--- src/rtl/div_pkg.sv ---
// -----------------------------------------------------------------------------
// div_pkg
// Shared constants and types for the restoring divider.
//   DIV_WIDTH  : default operand/result width.
//   CNT_WIDTH  : bit-counter width for the default operand width.
//   cnt_width(): counter width needed to count WIDTH-1 down to zero.
//   state_t    : controller states IDLE / CALC / DONE.
// -----------------------------------------------------------------------------
package div_pkg;

  localparam int DIV_WIDTH = 32;

  function automatic int cnt_width(input int w);
    return (w > 1) ? $clog2(w) : 1;
  endfunction

  localparam int CNT_WIDTH = cnt_width(DIV_WIDTH);

  // Controller state enumeration, kept as plain constants so older tools
  // and netlist viewers see a simple 2-bit encoding.
  typedef logic [1:0] state_t;
  localparam state_t IDLE = 2'd0;
  localparam state_t CALC = 2'd1;
  localparam state_t DONE = 2'd2;

endpackage

--- src/rtl/div_step.sv ---
// -----------------------------------------------------------------------------
// div_step
// One combinational restoring-division step: shift {rem, quo} left by one,
// trial-subtract the divisor and either keep the difference (quotient bit 1)
// or restore the shifted remainder (quotient bit 0).
// Ports:
//   rem_in   : partial remainder before the step (always < divisor)
//   quo_in   : dividend/quotient shift register before the step
//   divisor  : divisor magnitude
//   rem_out  : partial remainder after the step
//   quo_out  : shift register after the step, new quotient bit in the LSB
// -----------------------------------------------------------------------------
module div_step
  import div_pkg::*;
#(
  parameter int WIDTH = DIV_WIDTH
) (
  input  logic [WIDTH-1:0] rem_in,
  input  logic [WIDTH-1:0] quo_in,
  input  logic [WIDTH-1:0] divisor,
  output logic [WIDTH-1:0] rem_out,
  output logic [WIDTH-1:0] quo_out
);

  logic [WIDTH:0]   shifted;
  logic [1:0]       diff_hi;
  logic [WIDTH-1:0] diff_lo;
  logic             keep;

  // The partial remainder grows to WIDTH+1 bits after the shift.
  assign shifted = {rem_in, quo_in[WIDTH-1]};

  // Subtract in WIDTH+2 bits so the top bit is the borrow/sign.
  assign {diff_hi, diff_lo} = {1'b0, shifted} - {2'b00, divisor};

  // Because rem_in < divisor, a non-negative difference is always below the
  // divisor, so both upper bits are zero exactly when the subtract succeeds.
  assign keep = (diff_hi == 2'b00);

  always_comb begin
    rem_out = shifted[WIDTH-1:0];
    quo_out = {quo_in[WIDTH-2:0], 1'b0};
    if (keep) begin
      rem_out = diff_lo;
      quo_out = {quo_in[WIDTH-2:0], 1'b1};
    end
  end

endmodule

--- src/rtl/restoring_divider32.sv ---
// -----------------------------------------------------------------------------
// restoring_divider32
// Multi-cycle restoring divider, one quotient bit per clock.
// A start accepted at edge N produces results and a one-cycle done pulse at
// edge N+WIDTH; a zero divisor finishes at edge N+1 with quotient all-ones,
// remainder = dividend and div_by_zero set.
// Optional feature macro: DIV_SIGNED_EN adds the is_signed port and
// two's-complement division (quotient truncated toward zero, remainder takes
// the sign of the dividend). Without it all division is unsigned.
// Ports:
//   clk, rst            : clock, synchronous active-high reset
//   start               : request, sampled only in IDLE or DONE
//   dividend, divisor   : operands, captured on an accepted start
//   is_signed           : signed-mode select (DIV_SIGNED_EN only)
//   busy                : division in progress
//   done                : one-cycle pulse, results valid
//   quotient, remainder : registered results, held until the next done
//   div_by_zero         : registered zero-divisor flag
// -----------------------------------------------------------------------------
module restoring_divider32
  import div_pkg::*;
#(
  parameter int WIDTH = DIV_WIDTH
) (
  input  logic             clk,
  input  logic             rst,
  input  logic             start,
  input  logic [WIDTH-1:0] dividend,
  input  logic [WIDTH-1:0] divisor,
`ifdef DIV_SIGNED_EN
  input  logic             is_signed,
`endif
  output logic             busy,
  output logic             done,
  output logic [WIDTH-1:0] quotient,
  output logic [WIDTH-1:0] remainder,
  output logic             div_by_zero
);

  localparam int CW = cnt_width(WIDTH);

  state_t           state;
  logic [CW-1:0]    count;
  logic [WIDTH-1:0] rem_work;
  logic [WIDTH-1:0] quo_work;
  logic [WIDTH-1:0] div_work;
  logic             zero_div;
  logic [WIDTH-1:0] step_rem;
  logic [WIDTH-1:0] step_quo;
  logic [WIDTH-1:0] dividend_mag;
  logic [WIDTH-1:0] divisor_mag;
  logic [WIDTH-1:0] result_quo;
  logic [WIDTH-1:0] result_rem;
  logic             div_zero;
  logic             accept;

  assign div_zero = (divisor == '0);
  assign accept   = start && ((state == IDLE) || (state == DONE));
  assign busy     = (state == CALC);
  assign done     = (state == DONE);

`ifdef DIV_SIGNED_EN
  logic neg_quo;
  logic neg_rem;

  // Signed mode divides magnitudes; the most negative value maps onto itself,
  // which is still the correct unsigned magnitude.
  always_comb begin
    dividend_mag = dividend;
    divisor_mag  = divisor;
    if (is_signed && dividend[WIDTH-1]) dividend_mag = -dividend;
    if (is_signed && divisor[WIDTH-1])  divisor_mag  = -divisor;
  end

  // Sign fix-up applied to the final step's outputs as they are loaded.
  assign result_quo = neg_quo ? -step_quo : step_quo;
  assign result_rem = neg_rem ? -step_rem : step_rem;

  // Result signs are decided from the raw operands at capture time.
  always_ff @(posedge clk) begin
    if (rst) begin
      neg_quo <= 1'b0;
      neg_rem <= 1'b0;
    end else if (accept) begin
      neg_quo <= is_signed && (dividend[WIDTH-1] ^ divisor[WIDTH-1]);
      neg_rem <= is_signed && dividend[WIDTH-1];
    end
  end
`else
  assign dividend_mag = dividend;
  assign divisor_mag  = divisor;
  assign result_quo   = step_quo;
  assign result_rem   = step_rem;
`endif

  div_step #(
    .WIDTH(WIDTH)
  ) u_step (
    .rem_in (rem_work),
    .quo_in (quo_work),
    .divisor(div_work),
    .rem_out(step_rem),
    .quo_out(step_quo)
  );

  // Controller and datapath. A zero divisor still spends one cycle in CALC
  // (count loaded with zero) so its results appear one edge after capture;
  // the raw dividend is parked in quo_work to become the remainder.
  always_ff @(posedge clk) begin
    if (rst) begin
      state       <= IDLE;
      count       <= '0;
      rem_work    <= '0;
      quo_work    <= '0;
      div_work    <= '0;
      zero_div    <= 1'b0;
      quotient    <= '0;
      remainder   <= '0;
      div_by_zero <= 1'b0;
    end else begin
      case (state)
        CALC: begin
          rem_work <= step_rem;
          quo_work <= step_quo;
          if (count == '0) begin
            state <= DONE;
            if (zero_div) begin
              quotient    <= '1;
              remainder   <= quo_work;
              div_by_zero <= 1'b1;
            end else begin
              quotient    <= result_quo;
              remainder   <= result_rem;
              div_by_zero <= 1'b0;
            end
          end else begin
            count <= count - CW'(1);
          end
        end
        default: begin
          if (accept) begin
            state    <= CALC;
            rem_work <= '0;
            div_work <= divisor_mag;
            quo_work <= div_zero ? dividend : dividend_mag;
            zero_div <= div_zero;
            count    <= div_zero ? '0 : CW'(WIDTH - 1);
          end else begin
            state <= IDLE;
          end
        end
      endcase
    end
  end

endmodule

--- config.mk ---
export PLATFORM = sky130hd
export DESIGN_NAME = restoring_divider32
export DESIGN_NICKNAME = d
export VERILOG_FILES = /design/src/rtl/div_pkg.sv /design/src/rtl/div_step.sv /design/src/rtl/restoring_divider32.sv
export SDC_FILE = /design/constraint.sdc
export NUM_CORES = 1
export LEC_CHECK = 0
export CAP_MARGIN = 0
export CORE_MARGIN = 2
export CORE_UTILIZATION = 55
export DETAILED_ROUTE_END_ITERATION = 10
export GPL_ROUTABILITY_DRIVEN = 1
export PLACE_DENSITY_LB_ADDON = 0.12
export SYNTH_ARGS = -nofsm -noshare
export SYNTH_HDL_FRONTEND = slang
export SYNTH_SLANG_ARGS = --single-unit
--- constraint.sdc ---
create_clock -name clk -period 4.3 [get_ports clk]
set_input_delay 0.43 -clock clk [delete_from_list [all_inputs] [get_ports clk]]
set_output_delay 0.43 -clock clk [all_outputs]
set_load 0.01 [all_outputs]
After elaboration in Yosys (flattened, before gate mapping)
Cells that the tools add are included.
W data, S select, Z words.

word-level totals
  flip-flop bits (word level) = 169
  latch bits = 0
  bits in writable memories = 0
  bits in read-only memories = 0
  bits of input ports = 67
  output and inout bits = 67
  logic and storage cells = 42
  memories kept = 0

cells by class
  add/subtract/negate cells = 2
  $mul = 0
  div/mod/pow operators = 0
  magnitude comparators = 0
  equal/unequal tests = 4
  shift-type cells = 0
  mux-type cells = 16
  bitwise gates (word level) = 1
  reduce and logical (&&, ||, !) cells = 10

operator list
  kind                   number
  $mux W32               7
  $sub A33 B32 Y34       1
  $logic_not A32 Y1      1
  $mux W5                4
  $reduce_and A2 Y1      3
  $logic_not A5 Y1       1
  $sub A5 B1 Y5 const B  1
  $logic_not A2 Y1       2
  $mux W2                2
  $mux W1                3
  $eq A2 B1 Y1 const B   1
  $eq A2 B2 Y1 const B   1
  $ne A2 B1 Y1 const B   1
  $ne A2 B2 Y1 const B   1
  $reduce_bool A2 Y1     1
  $logic_and A1 B1 Y1    1
  $logic_or A1 B1 Y1     1
  $not A1 Y1             1

Depth between registers and ports, before layout
Gate-level depths: netlist of the first run.

  word-level depth = 5
  mapped depth = 15
  gate-level depth less buffers = 13

Cells and area by module
A second synthesis of the first run with hierarchy kept.

second synthesis, totals
  cell total of the unflattened synthesis = 1115
  area total of the unflattened synthesis = 9437.8 um2

modules (own cells, without submodules)
  module               times used  cells each  area an instance (um2)  sequential area each (um2)
  restoring_divider32  1           740         6656.4                  3383.2
  div_step             1           375         2781.4                  0.0

Worst setup path after synthesis of the first run
OpenSTA, ideal clock, no wires.

  path kind = register -> register
  start point = register quo_work[31]
  end point = register rem_work[14]
  library setup time = 0.117 ns
  data arrival time = 3.155 ns
  data required time = 4.183 ns
  setup slack = 1.028 ns
  stages on the path, launching flop included = 15
  path buffers = 2
  clock period less this slack = 3.272 ns
  cells stage by stage = dfxtp_1 > inv_1 > ha_1 > fa_1 > nand2b_1 > a21o_1 > a211o_1 > a21oi_2 > nor2_2 > o21ai_2 > mux2i_2 > buf_6 > buf_6 > mux2_2 > a32o_1

on the way
  longest elaborated chain between the ends = 4

ends and longest elaborated chain
  item                    RTL line                    source
  start, declared         restoring_divider32.sv:45   logic [WIDTH-1:0] quo_work;
  start signal, assigned  restoring_divider32.sv:124  quo_work <= step_quo;
  start signal, assigned  restoring_divider32.sv:145  quo_work <= div_zero ? dividend : dividend_mag;
  $sub A33 B32 Y34 *      div_step.sv:34              assign {diff_hi, diff_lo} = {1'b0, shifted} - {2'b00, divisor};
  $logic_not A2 Y1        div_step.sv:38              assign keep = (diff_hi == 2'b00);
  $mux W32 *              div_step.sv:43              if (keep) begin
  $mux W32 *              restoring_divider32.sv:121  case (state)
  end signal, assigned    restoring_divider32.sv:123  rem_work <= step_rem;
  end, declared           restoring_divider32.sv:44   logic [WIDTH-1:0] rem_work;

Mark *: on every way between the ends. The rest lies on a longest branch, timed or not.
A chain may end at the register's enable or synchronous reset.

Final worst setup path of the first run
  start point = register quo_work[31]
  end point = register remainder[5]

on the way
  longest elaborated chain between the ends = 4

ends and longest elaborated chain
  item                  RTL line                    source
  $sub A33 B32 Y34 *    div_step.sv:34
  $logic_not A2 Y1      div_step.sv:38
  $mux W32 *            div_step.sv:43
  $mux W32 *            restoring_divider32.sv:127  if (zero_div) begin
  end signal, assigned  restoring_divider32.sv:129  remainder <= quo_work;
  end signal, assigned  restoring_divider32.sv:133  remainder <= result_rem;
  end, declared         restoring_divider32.sv:36   output logic [WIDTH-1:0] remainder,

Marks and branches as above.

==> results of run 1 <==
==> per-layer routing <==
metal	GRT usage (%)	wire [um]
met1	45.2	12100
met2	47.6	11300
met3	6.81	2180
met4	8.41	407
met5	0	0
==> sequential cells by signal, indices dropped and copies added (netlist names) <==
register,count
div_by_zero,1
rem_work,32
div_work,32
zero_div,1
remainder,32
quo_work,32
quotient,32
count,5
state,2
==> power by group <==
| part | switching, mW | internal [mW] | total [mW] | leakage [nW] |
|---|---|---|---|---|
| registers | 0.147 | 1.73 | 1.87 | 1.38 |
| logic | 1.32 | 1.01 | 2.34 | 2.61 |
| clock network | 0.750 | 0.787 | 1.54 | 0.292 |
| total | 2.22 | 3.53 | 5.75 | 4.28 |
==> layout by cell type, fill, tap and decap left out, types with 4 or more instances in the layout <==
cell type                         count
sky130_fd_sc_hd__xnor2_1             15
sky130_fd_sc_hd__a211oi_1             7
sky130_fd_sc_hd__a22oi_1             33
sky130_fd_sc_hd__inv_1               44
sky130_fd_sc_hd__inv_6                4
sky130_fd_sc_hd__o21ai_1              4
sky130_fd_sc_hd__o21ai_0             40
sky130_fd_sc_hd__a21o_1              22
sky130_fd_sc_hd__nand2_1            160
sky130_fd_sc_hd__nor2b_1              7
sky130_fd_sc_hd__o21a_1               5
sky130_fd_sc_hd__clkdlybuf4s50_1    132
sky130_fd_sc_hd__a21oi_1            121
sky130_fd_sc_hd__clkinv_8             5
sky130_fd_sc_hd__o21bai_1             5
sky130_fd_sc_hd__nand2b_1             8
sky130_fd_sc_hd__clkbuf_16           17
sky130_fd_sc_hd__ha_1                34
sky130_fd_sc_hd__a31o_1              18
sky130_fd_sc_hd__dfxtp_1            168
sky130_fd_sc_hd__a2111oi_0           18
sky130_fd_sc_hd__nor2_1              73
sky130_fd_sc_hd__mux2i_1             21
sky130_fd_sc_hd__mux2_2               6
sky130_fd_sc_hd__o211ai_1             5
sky130_fd_sc_hd__xor2_1              11
sky130_fd_sc_hd__inv_8                4
sky130_fd_sc_hd__nor3_1              63
sky130_fd_sc_hd__and3_1               8
sky130_fd_sc_hd__nand4_1              8
sky130_fd_sc_hd__o211a_1              7
sky130_fd_sc_hd__nor4_1               7
sky130_fd_sc_hd__buf_4               17
sky130_fd_sc_hd__a311oi_1            10
sky130_fd_sc_hd__nand3_1              9
==> layout make-up <==
| cell class | instances | share of cell area [%] |
|---|---|---|
| clock buffer | 18 | 4.01 |
| multi-input combinational | 779 | 45.0 |
| clock inverter | 14 | 1.59 |
| inverter | 47 | 1.65 |
| timing repair buffer | 150 | 13.7 |
| tap | 211 | 2.47 |
| sequential | 169 | 31.6 |
==> cells by family after synthesis <==
logic type | Yosys count | share of synthesized area, %
XOR/XNOR | 26 | 2.62
adder cells (fa/ha/maj) | 35 | 5.13
AND/OR/NAND/NOR | 361 | 18.6
flip-flops | 169 | 38.9
buffers and inverters | 127 | 5.93
AO/OA/AOI/OAI | 328 | 25.3
multiplexers | 29 | 3.48
==> worst reg2reg max path: stages, from the launching register on <==
cell and delay, ns:
sky130_fd_sc_hd__dfxtp_1 0.34, sky130_fd_sc_hd__inv_1 0.07, sky130_fd_sc_hd__ha_1 0.23, sky130_fd_sc_hd__fa_1 0.42, sky130_fd_sc_hd__nand2b_1 0.21, sky130_fd_sc_hd__a21o_1 0.19
sky130_fd_sc_hd__a211o_1 0.31, sky130_fd_sc_hd__a21oi_2 0.20, sky130_fd_sc_hd__nor2_2 0.08, sky130_fd_sc_hd__o21ai_2 0.19, sky130_fd_sc_hd__mux2i_4 0.35, sky130_fd_sc_hd__buf_12 0.28
sky130_fd_sc_hd__mux2i_1 0.17, sky130_fd_sc_hd__a2111oi_0 0.52, sky130_fd_sc_hd__a31o_1 0.17
==> how the worst max path moves through the flow <==
stage / cells past startpoint / startpoint / endpoint / slack [ns]
2_1_floorplan: 14 / quo_work[31] / rem_work[14] / 1.03
3_3_place_gp: 14 / quo_work[31] / remainder[14] / 0.78
3_5_place_dp: 14 / quo_work[31] / remainder[22] / 0.69
4_1_cts: 14 / quo_work[31] / remainder[5] / 0.53
5_1_grt: 14 / quo_work[31] / remainder[5] / 0.26
6_report: 14 / quo_work[31] / remainder[5] / 0.51
==> metrics by stage <==
step | instances | hold slack, ns
floorplan | 1075 | 0.436
global placement | 1356 | 0.444
detailed placement | 1356 | 0.448
CTS | 1388 | 0.459
global route | 1388 | 0.472
finish | 1388 | 0.458
==> cell usage after synthesis, types with 3 or more instances <==
master / count
sky130_fd_sc_hd__nand2b_1: 8
sky130_fd_sc_hd__a32o_1: 3
sky130_fd_sc_hd__xnor2_1: 15
sky130_fd_sc_hd__nand2_1: 160
sky130_fd_sc_hd__nor2_1: 74
sky130_fd_sc_hd__nor3_1: 64
sky130_fd_sc_hd__o21a_1: 5
sky130_fd_sc_hd__nand3_1: 9
sky130_fd_sc_hd__o21ai_0: 40
sky130_fd_sc_hd__ha_1: 34
sky130_fd_sc_hd__o21ai_1: 4
sky130_fd_sc_hd__clkbuf_1: 64
sky130_fd_sc_hd__nor4_1: 7
sky130_fd_sc_hd__and2_1: 3
sky130_fd_sc_hd__a31o_1: 18
sky130_fd_sc_hd__o211a_1: 7
sky130_fd_sc_hd__buf_2: 3
sky130_fd_sc_hd__dfxtp_1: 169
sky130_fd_sc_hd__mux2_2: 6
sky130_fd_sc_hd__a311oi_1: 10
sky130_fd_sc_hd__nor2b_1: 8
sky130_fd_sc_hd__inv_1: 45
sky130_fd_sc_hd__o21bai_1: 5
sky130_fd_sc_hd__a22oi_1: 33
sky130_fd_sc_hd__o211ai_1: 5
sky130_fd_sc_hd__a211oi_1: 7
sky130_fd_sc_hd__a21o_1: 22
sky130_fd_sc_hd__buf_6: 4
sky130_fd_sc_hd__buf_1: 7
sky130_fd_sc_hd__nand4_1: 8
sky130_fd_sc_hd__o2bb2a_1: 3
sky130_fd_sc_hd__a2111oi_0: 18
sky130_fd_sc_hd__and3_1: 8
sky130_fd_sc_hd__mux2i_1: 21
sky130_fd_sc_hd__a21oi_1: 121
sky130_fd_sc_hd__or3_1: 3
sky130_fd_sc_hd__xor2_1: 11
==> summary by stage, run 1 <==
Run status
The flow ran to the end, and the final reports show no timing, DRC or antenna violations.

Critical path
The category of the worst setup path capture point is a register. The critical path in this run is classified as register to register. In this run the critical register-to-register path is captured at remainder[5]. In this run the register-to-register setup slack is 0.51 ns. The arrival time of data at the critical path endpoint is 4.18 ns. The worst stage delay on the critical path is 0.52 ns. Grouping stages by cell kind, the critical path spends the most delay in compound AO/OA/AOI/OAI gates. The worst setup path is launched from a register. In this run the critical register-to-register path is launched from quo_work[31].

The combined buffer and inverter count along the critical path is 2. The signal on the critical path passes through inv_1 > ha_1 > fa_1 > nand2b_1 > a21o_1 > a211o_1 > a21oi_2 > nor2_2 > o21ai_2 > mux2i_4 > buf_12 > mux2i_1 > a2111oi_0 > a31o_1. The number of cells on the worst reg-to-reg path is 14.

The critical-path cell with the highest stage delay is sky130_fd_sc_hd__a2111oi_0. The maximum fanout count along the critical path is 35. The required time at the worst-slack endpoint is 4.69 ns.

Routing
For this block, the via count after detailed routing is 8346. The wire length per cell after detailed routing is 18.7 um. After detailed routing, the number of remaining DRC violations is 0. The count of nets left with antenna violations once routing finished came out at 0. The first detailed-routing pass ran for 7 iterations. The final routed wirelength across all metal layers is 26.0 mm. For this block, the initial DRC count from the detailed router was 823. After detailed routing, the number of vias per cell comes to 6.01.

CTS
The tree is rooted in a sky130_fd_sc_hd__clkbuf_16. The number of buffers inserted by post-CTS setup repair is 0. The deepest clock path buffer count is 2. Counting the buffers created by CTS gives 17. The clock transition at the registers of the reported paths is 0.08 ns. For this design, the sink count on the clock tree is 169.

The clock latency at the later pin of the worst-skew pair is 0.45 ns. The CTS tree is yes. The number of hold buffers added after CTS was 0. The count of cells resized by post-cts repair is 0. The H-tree level count is 4.

STA
The final setup violation count is 0. The worst setup skew after layout is 0.0206 ns. Setup repair after global routing left no endpoint under its margin. The count of final max-slew check failures came to 0. At the pin with the least slew margin, the transition time is 0.831 ns. Once routing completed, OpenROAD measured the worst setup slack at 0.507 ns.

The final worst-path cycle share is 88.2%. Based on the critical path, the design can be clocked at up to 264 MHz. Headroom to the max-slew limit came out at 44.5%. The post-route setup TNS is 0 ns.

The final number of hold-violating endpoints is 0. The final critical-path required period is 3.79 ns.

Synth
In this run, synthesis inferred 0 flip-flops with an integrated enable. After synthesis, the cell types taking the most area are sky130_fd_sc_hd__dfxtp_1 (39%), sky130_fd_sc_hd__a21oi_1 (7.0%), sky130_fd_sc_hd__nand2_1 (6.9%), sky130_fd_sc_hd__ha_1 (4.9%), sky130_fd_sc_hd__nor3_1 (3.7%). The synthesized design spends more area on one cell type than any other, namely sky130_fd_sc_hd__dfxtp_1.

The most used flip-flop cell after synthesis is sky130_fd_sc_hd__dfxtp_1. The share of flip-flops with an asynchronous set or reset after synthesis is 0%. The average footprint of a synthesized cell is 8.08 sq um. The number of warnings printed during yosys synthesis is 0. The synthesized netlist contains 74 unique library cells. The mapped netlist covers 0.00869 sq mm.

Summed over its instances, the top area cell type makes up 38.9% of the synthesized netlist area. Synthesis inferred 169 register bits. Counting every net in the synthesized netlist gives 1177. Sequential cells were found to cover 38.9% of the synthesized design area. The cell count after synthesis is 1075.

Min path
The worst hold path was traced through 2 stages. The critical hold path startpoint is div_work[29]. The worst min-delay path category is register to register. The hold-critical path endpoint is div_work[29].

Finish
The sequential cell area in the final layout is 0.00338 sq mm. Cells fill 69.9% of the core in the end. The area of all placed cells without fillers is 0.0107 sq mm. The share of final-layout standard cells stronger than drive strength 1 is 6.29%. The layout has 1334 filler cells. The number of antenna repair diodes is 0. In the final design database the tool counted 1266 nets. The area of combinational cells with multiple inputs is 0.00481 sq mm. The layout overhead on the synthesized area is 23.2%.

GRT
The number of antenna violations at the first check in global routing is 0. The first global-routing pass estimated 41.3 mm of wire. The global-route total usage across every layer is 31.3%. The number of global-route vias before repair was 7760.

The sum of overflow across all layers after global routing is 0. The largest net degree at the start of global routing is 60.

Floorplanning
The area of the die is 0.0168 sq mm. The core outline area is 0.0153 sq mm. The initial utilization of the core area, before any placement, comes to 56.7%. The die outline width is 130 um. The chip height is 130 um. The floorplan has 45 rows.

The I/O pin count is 134.

Power
Dividing total power by cell area gives a power density of 537 mW/mm^2. The post-route total power is 5.75 mW. The static leakage power is 4.28 nW. The worst-case IR drop observed on VDD is 0.000357 V.

Placement
The worst slack after detailed placement is 0.689 ns. The area of placed instances is 0.0101 sq mm. At the end of routability-driven placement, the weighted congestion stood at 0.924. The final HPWL from detailed placement is 17.9 mm. The number of input and output port buffers inserted is 133.

Run
The number of maximum-capacitance violations is 0.
(Power assumes the default switching activity.)
==> run 2: changes to the inputs <==
--- a/config.mk
+++ b/config.mk
@@ -10,7 +10,7 @@
 export CORE_UTILIZATION = 55
 export DETAILED_ROUTE_END_ITERATION = 10
 export GPL_ROUTABILITY_DRIVEN = 1
-export PLACE_DENSITY_LB_ADDON = 0.12
+export PLACE_DENSITY = 0.81
 export SYNTH_ARGS = -nofsm -noshare
 export SYNTH_HDL_FRONTEND = slang
 export SYNTH_SLANG_ARGS = --single-unit
==> run 2 against run 1 <==
Net effect:
- cell count about the same
- worst setup slack better by 0.22 ns
- combinational power about the same
- non-clock buffer count down 1
- sequential share of layout area up 0.13 points
- maximum frequency up 6.1%
- global-route usage down 0.25 points
- sequential cell count unchanged
- critical path type unchanged
==> summary by stage, run 2 (synthesized netlist as in run 1, its figures left out) <==
Run status
The flow ran to the end, and the final reports show no timing, DRC or antenna violations.

STA
The final worst-path cycle share came to 83.1% (-5.1 points). The normalized max-slew margin is 38.0% (-6.5 points). The final critical-path required period is 3.57 ns (-0.220 ns). The worst setup skew after layout is 0.00981 ns (-0.0108 ns). The actual transition at the worst max-transition pin is 0.930 ns (+0.0988 ns). The count of final max-slew check failures is 0 (unchanged). The highest achievable clock rate is 280 MHz (+6.1%). The post-route setup TNS came to 0 ns (unchanged). The final number of hold-violating endpoints is 0 (unchanged). The final worst slack was 0.726 ns (+0.220 ns). Setup repair after global routing left no endpoint under its margin. The final setup violation count was 0 (unchanged).

Finish
The number of antenna repair diodes is 0 (unchanged). The number of fillers in the final layout came to 1294 (-3.0%). The layout overhead on the synthesized area is 22.7%. The area of combinational cells with multiple inputs was 0.00481 sq mm (unchanged). The sequential cell area in the final layout is 0.00338 sq mm (about the same). The leading cell type in the layout, fill and taps excluded is sky130_fd_sc_hd__dfxtp_1. The final layout net count is 1265 (-0.079%). The share of final-layout standard cells stronger than drive strength 1 is 6.21% (-0.080 points). In the layout the commonest cells are sky130_fd_sc_hd__dfxtp_1 (169), sky130_fd_sc_hd__nand2_1 (160), sky130_fd_sc_hd__clkdlybuf4s50_1 (132).

Floorplanning
The chip height is 130 um (unchanged). The row count came to 45 (unchanged). The core outline area is 0.0153 sq mm (unchanged). The die outline width came to 130 um (unchanged). The effective utilization at floorplan is 56.7% (unchanged). The I/O pin count was 134 (unchanged). The area of the die is 0.0168 sq mm (unchanged).

Routing
The wire length per cell after detailed routing is 18.7 um (-0.44%). The final routed wirelength across all metal layers is 25.9 mm (-0.51%). The post-detailed-route via-to-cell ratio is 6.11 (+1.5%).

The violation count after the first detailed-route iteration came to 779 (-5.3%). The remaining routing DRC violations is 0 (unchanged). The via total after detailed routing is 8469 (+1.5%). The remaining antenna violation count came to 0 (unchanged).

The total iterations of the first detailed-routing run came to 6 (-1).

Power
The switching part of the total is 38.7% (about the same). The portion of total power attributed to sequential cells is 32.7% (about the same). The internal power component is 3.50 mW (-0.64%).

The combinational group share of total power is 41.4% (+0.8 points). The clock share of power came to 25.9% (-0.8 points). The static leakage power is 4.27 nW (-0.38%). The power per cell area is 536 mW/mm^2 (-0.16%). The net load switching power is 2.21 mW (-0.52%). The maximum ir drop on the vdd rail is 0.000360 V (+0.70%).

Critical path
The element type at the critical path start is a register. The maximum fanout count along the critical path is 38 (+8.6%). The number of cells on the worst reg-to-reg path is 14 (unchanged). The category of the worst setup path capture point is a register. By startpoint and endpoint, the worst setup path is classified as register to register. The required time at the worst-slack endpoint is 4.68 ns (about the same). The arrival time of data at the critical path endpoint is 3.95 ns (-0.23 ns).

GRT
The global-route total usage across every layer came to 31.1% (-0.25 points). The number of antenna violations at the first check in global routing was 0 (unchanged). The sum of overflow across all layers after global routing was 0 (unchanged). The global-route wire length before repair is 41.2 mm (-0.18%). The largest net degree at the start of global routing is 87 (+45%). The number of global-route vias before repair is 7916 (+2.0%).

CTS
The number of CTS-inserted buffers is 17 (unchanged). The master cell of the clock root buffer is sky130_fd_sc_hd__clkbuf_16. TritonCTS built the clock tree. The quantity of hold-fixing buffers added after cts was 0 (unchanged). The count of cells resized by post-cts repair is 0 (unchanged).

The number of buffers inserted by post-CTS setup repair is 0 (unchanged). The number of sinks on the clock net came to 169 (unchanged). The deepest clock path buffer count is 2 (unchanged). The H-tree level count is 4 (unchanged). The clock latency at the later pin of the worst-skew pair is 0.43 ns (-0.02 ns). The clock transition at the registers of the reported paths is 0.07 ns (about the same).

Placement
The final RePlAce weighted congestion was 0.965 (+4.5%). The worst slack after detailed placement came to 0.793 ns (+0.104 ns). The number of input and output port buffers inserted was 133 (unchanged). The final HPWL from detailed placement is 17.8 mm (-0.34%).

Run
The number of maximum-capacitance violations is 0 (unchanged).

Min path
The number of cells traversed by the worst hold path is 2 (unchanged). In this run the worst hold path is classified as register to register.
## run 2: cell count changes in the layout (fill, tap and decap cells not counted)
cell and change:
sky130_fd_sc_hd__clkinv_8 -4, sky130_fd_sc_hd__clkinvlp_4 +2, sky130_fd_sc_hd__dfxtp_2 -1, sky130_fd_sc_hd__dfxtp_1 +1
sky130_fd_sc_hd__clkinv_1 -1, sky130_fd_sc_hd__inv_8 -1, sky130_fd_sc_hd__clkinv_2 +2, sky130_fd_sc_hd__inv_1 +1
sky130_fd_sc_hd__clkinv_4 +1, sky130_fd_sc_hd__clkbuf_1 -1, sky130_fd_sc_hd__inv_6 +1, sky130_fd_sc_hd__buf_4 -1
## run 2: per-stage QoR
stage | hold slack [ns] | power (mW) | instances | instance area [sq um] | util (%)
2_1_floorplan | 0.436 | 3.55 | 1075 | 8690 | -
3_3_place_gp | 0.443 | 4.17 | 1355 | 10100 | 65.9
3_5_place_dp | 0.447 | 4.20 | 1355 | 10100 | 65.9
4_1_cts | 0.457 | 5.68 | 1387 | 10700 | 69.6
5_1_grt | 0.479 | 6.03 | 1387 | 10700 | 69.6
6_report | 0.455 | 5.71 | 1387 | 10700 | 69.6
## run 2: layer usage
metal	track usage, %	wire length, um	vias up
met4	13.5	1020	0
met3	5.54	1790	66
li1	-	-	4021
met5	0	0	-
met2	49.5	12100	360
met1	41.6	11000	4022
## run 2: power by group through the flow
| stage | registers (mW) | logic (mW) | clock network [mW] |
|---|---|---|---|
| after floorplan | 1.88 | 1.68 | 0 |
| after global placement | 1.90 | 2.27 | 0 |
| after detailed placement | 1.90 | 2.31 | 0 |
| after CTS | 1.87 | 2.33 | 1.49 |
| after global routing | 1.88 | 2.58 | 1.56 |
| final | 1.87 | 2.36 | 1.48 |
## run 2: final cells by class
type,instances,share of cell area [%]
multi-input cells,779,45.2
flip-flops and latches,169,31.7
repair buffers,149,13.7
clock buffers,17,3.99
well taps,211,2.48
inverters,47,1.65
clock inverters,15,1.28
## run 2: worst max-delay path, cell delays in order, from the launching register on
cell and delay [ns]:
sky130_fd_sc_hd__dfxtp_1 0.32, sky130_fd_sc_hd__inv_1 0.07, sky130_fd_sc_hd__ha_1 0.23, sky130_fd_sc_hd__fa_1 0.40
sky130_fd_sc_hd__nand2b_1 0.20, sky130_fd_sc_hd__a21o_1 0.18, sky130_fd_sc_hd__a211o_1 0.30, sky130_fd_sc_hd__a21oi_2 0.20
sky130_fd_sc_hd__nor2_2 0.09, sky130_fd_sc_hd__o21ai_2 0.19, sky130_fd_sc_hd__mux2i_4 0.28, sky130_fd_sc_hd__buf_12 0.28
sky130_fd_sc_hd__mux2i_1 0.13, sky130_fd_sc_hd__a2111oi_0 0.46, sky130_fd_sc_hd__a31o_1 0.17
## run 2: path summary, 6_finish.rpt
path / slack [ns] / to / startpoint
setup / recovery: 0.73 / remainder[7] / quo_work[31]
hold / removal: 0.46 / div_work[30] / div_work[30]
setup reg to reg: 0.73 / remainder[7] / quo_work[31]
hold reg to reg: 0.46 / div_work[30] / div_work[30]
==> run 3: changes to the inputs <==
==> constraint.sdc (replaced) <==
create_clock -name clk -period 3.4 [get_ports clk]
set_input_delay 0.34 -clock clk [delete_from_list [all_inputs] [get_ports clk]]
set_output_delay 0.34 -clock clk [all_outputs]
set_load 0.01 [all_outputs]
==> run 3 against run 2 <==
Net effect:
- the flow now finishes with violations (negative setup slack)
- via count grew 3.2%
- hold slack lost 0.11 ns
- routed wire length grew 4.9%
- critical endpoint is now remainder[11]
==> summary by stage, run 3 (synthesized netlist as in run 1, its figures left out) <==
Routing
The via total after detailed routing is 8738 (+3.2%). The remaining antenna violation count is 0 (unchanged). The remaining routing DRC violations is 0 (unchanged). The violation count after the first detailed-route iteration came to 792 (+1.7%).

The final routed wirelength across all metal layers is 27.1 mm (+4.9%). The total iterations of the first detailed-routing run was 6 (unchanged). The wire length per cell after detailed routing is 19.2 um (+3.2%).

The post-detailed-route via-to-cell ratio was 6.20 (+1.5%).

Finish
The number of antenna repair diodes is 0 (unchanged). Leaving out fill and tap cells, the most frequent cells in the layout are sky130_fd_sc_hd__dfxtp_1 (168), sky130_fd_sc_hd__nand2_1 (160), sky130_fd_sc_hd__clkdlybuf4s50_1 (132). The number of fillers in the final layout is 1198 (-7.4%). The final layout net count came to 1288 (+1.8%). Leaving out fill and tap cells, the most frequent cell in the layout is sky130_fd_sc_hd__dfxtp_1. The layout overhead on the synthesized area is 28.7%. The share of final-layout standard cells stronger than drive strength 1 is 10.8% (+4.6 points).

Floorplanning
The core outline area is 0.0153 sq mm (unchanged). The effective utilization at floorplan was 56.7% (unchanged). The I/O pin count is 134 (unchanged).

The die outline width is 130 um (unchanged). The chip height is 130 um (unchanged). The area of the die was 0.0168 sq mm (unchanged). The row count is 45 (unchanged).

Critical path
The worst stage delay on the critical path came to 0.44 ns (-0.02 ns). The largest individual stage delay along the critical path comes from the cell sky130_fd_sc_hd__a2111oi_2. The category of the critical setup timing path is register to register.

Traced cell by cell, the critical path runs through inv_2 > ha_4 > fa_2 > nand2b_4 > a21o_1 > a211o_1 > a21oi_2 > nor2_4 > o21ai_4 > mux2i_4 > buf_12 > buf_16 > mux2i_1 > a2111oi_2 > a31o_1. The arrival time of data at the critical path endpoint came to 3.79 ns (-0.16 ns). The category of the worst setup path capture point is a register. The required time at the worst-slack endpoint is 3.77 ns (-0.91 ns). The worst setup path is launched from a register. The maximum fanout count along the critical path is 6 (-84%).

Power
The switching part of the total is 38.1% (-0.61 points). The internal power component is 4.93 mW (+41%). The maximum ir drop on the vdd rail is 0.000609 V (+69%). The portion of total power attributed to sequential cells is 29.9% (-2.8 points). The static leakage power was 4.42 nW (+3.5%). The clock share of power is 25.1% (-0.8 points). The net load switching power is 3.03 mW (+37%). The power per cell area is 711 mW/mm^2 (+33%). The combinational group share of total power came to 45.0% (+3.6 points).

CTS
The H-tree level count is 4 (unchanged). The clock latency at the later pin of the worst-skew pair is 0.43 ns (about the same). The CTS tree is yes.

The clock transition at the registers of the reported paths was 0.07 ns (about the same). The number of CTS-inserted buffers is 17 (unchanged). The number of sinks on the clock net is 169 (unchanged). The master cell of the clock root buffer is sky130_fd_sc_hd__clkbuf_16.

The deepest clock path buffer count is 2 (unchanged).

STA
The worst hold slack across all endpoints is 0.346 ns (-0.110 ns). The final worst-path cycle share is 100% (+17 points). The final number of hold-violating endpoints is 0 (unchanged). The count of final max-slew check failures is 0 (unchanged).

The worst setup skew after layout is 0.0110 ns (+0.00117 ns). The final setup violation count is 1 (+1). The final critical-path required period came to 3.41 ns (-0.159 ns). The normalized max-slew margin is 58.2% (+20 points). The highest achievable clock rate was 293 MHz (+4.7%). The actual transition at the worst max-transition pin is 0.626 ns (-0.305 ns). Setup repair after global routing could not meet its margin everywhere.

The final worst slack is -0.0146 ns (-0.741 ns).

Run status
The checks that failed: negative setup slack. The flow ran to the end, but the final reports show violations.

Min path
The tightest min-delay check is of the input pin to register type.

GRT
The sum of overflow across all layers after global routing is 0 (unchanged). The global-route total usage across every layer is 31.7% (+0.63 points). The global-route wire length before repair is 42.0 mm (+1.9%).

The number of antenna violations at the first check in global routing is 0 (unchanged). The largest net degree at the start of global routing is 69 (-21%). The number of global-route vias before repair came to 8161 (+3.1%).

Placement
The final HPWL from detailed placement is 18.2 mm (+2.5%). The number of input and output port buffers inserted was 133 (unchanged). The worst slack after detailed placement came to -0.0333 ns (-0.826 ns). The final RePlAce weighted congestion is 0.908 (-6.0%).

Run
The number of maximum-capacitance violations is 0 (unchanged).
## run 3: layer usage
metal	share of wire (%)	vias up	global-route usage (%)	wire length (um)
met1	42	4186	41.7	11500
met3	6.4	87	5.62	1740
met2	46	400	50.8	12600
li1	-	4065	-	-
met4	4.7	0	15.2	1280
met5	0	-	0	0
## run 3: worst max-delay path, delay by kind of cell, from the launching register on
family,cells,cell delay (ns)
compound gates,6,1.48
fa+ha+maj,2,0.50
mux,2,0.45
flops,1,0.34
buf+inv,3,0.34
simple gates,2,0.23
## run 3: path summary, 6_finish.rpt
path                                   start            end  slack [ns]  depth (start not counted)
worst max register to register  quo_work[31]  remainder[11]       -0.01                         15
worst max-delay path            quo_work[31]  remainder[11]       -0.01                         15
worst min-delay path                     rst   rem_work[21]        0.35                          2
worst min register to register  div_work[16]   div_work[16]        0.45                          2
## run 3: stage by stage
step           power, mW  cells   TNS, ns  utilization [%]  instance area, sq um
6_report            7.95   1410   -0.0146             73.0                 11200
2_1_floorplan       4.50   1075         0                -                  8690
3_3_place_gp        5.38   1372         0             67.0                 10300
5_1_grt             8.31   1410    -0.791             73.0                 11200
4_1_cts             7.70   1410  -0.00197             72.0                 11000
3_5_place_dp        5.43   1372   -0.0607             67.0                 10300
## run 3: area by class of cell
cell class,count,area (sq um),share of cell area [%]
multi-input cells,779,5040,45.1
well taps,211,264,2.36
repair buffers,172,1720,15.4
clock buffers,18,439,3.93
flip-flops and latches,169,3380,30.3
inverters,47,176,1.58
clock inverters,14,163,1.45
## run 3: timing repair
action	4_1_cts	5_1_grt
endpoints found under the setup margin	28	47
hold buffers	0	0
hold endpoints to repair	0	0
pin swaps	7	9
cloned	2	0
setup buffers	4	1
resized for setup	22	43
## run 3: power groups by stage
stage          clock (mW)  sequential (mW)  combinational (mW)
2_1_floorplan           0             2.37                2.12
3_3_place_gp            0             2.41                2.98
3_5_place_dp            0             2.41                3.02
4_1_cts              2.00             2.37                3.33
5_1_grt              2.10             2.40                3.81
6_report             1.99             2.38                3.58
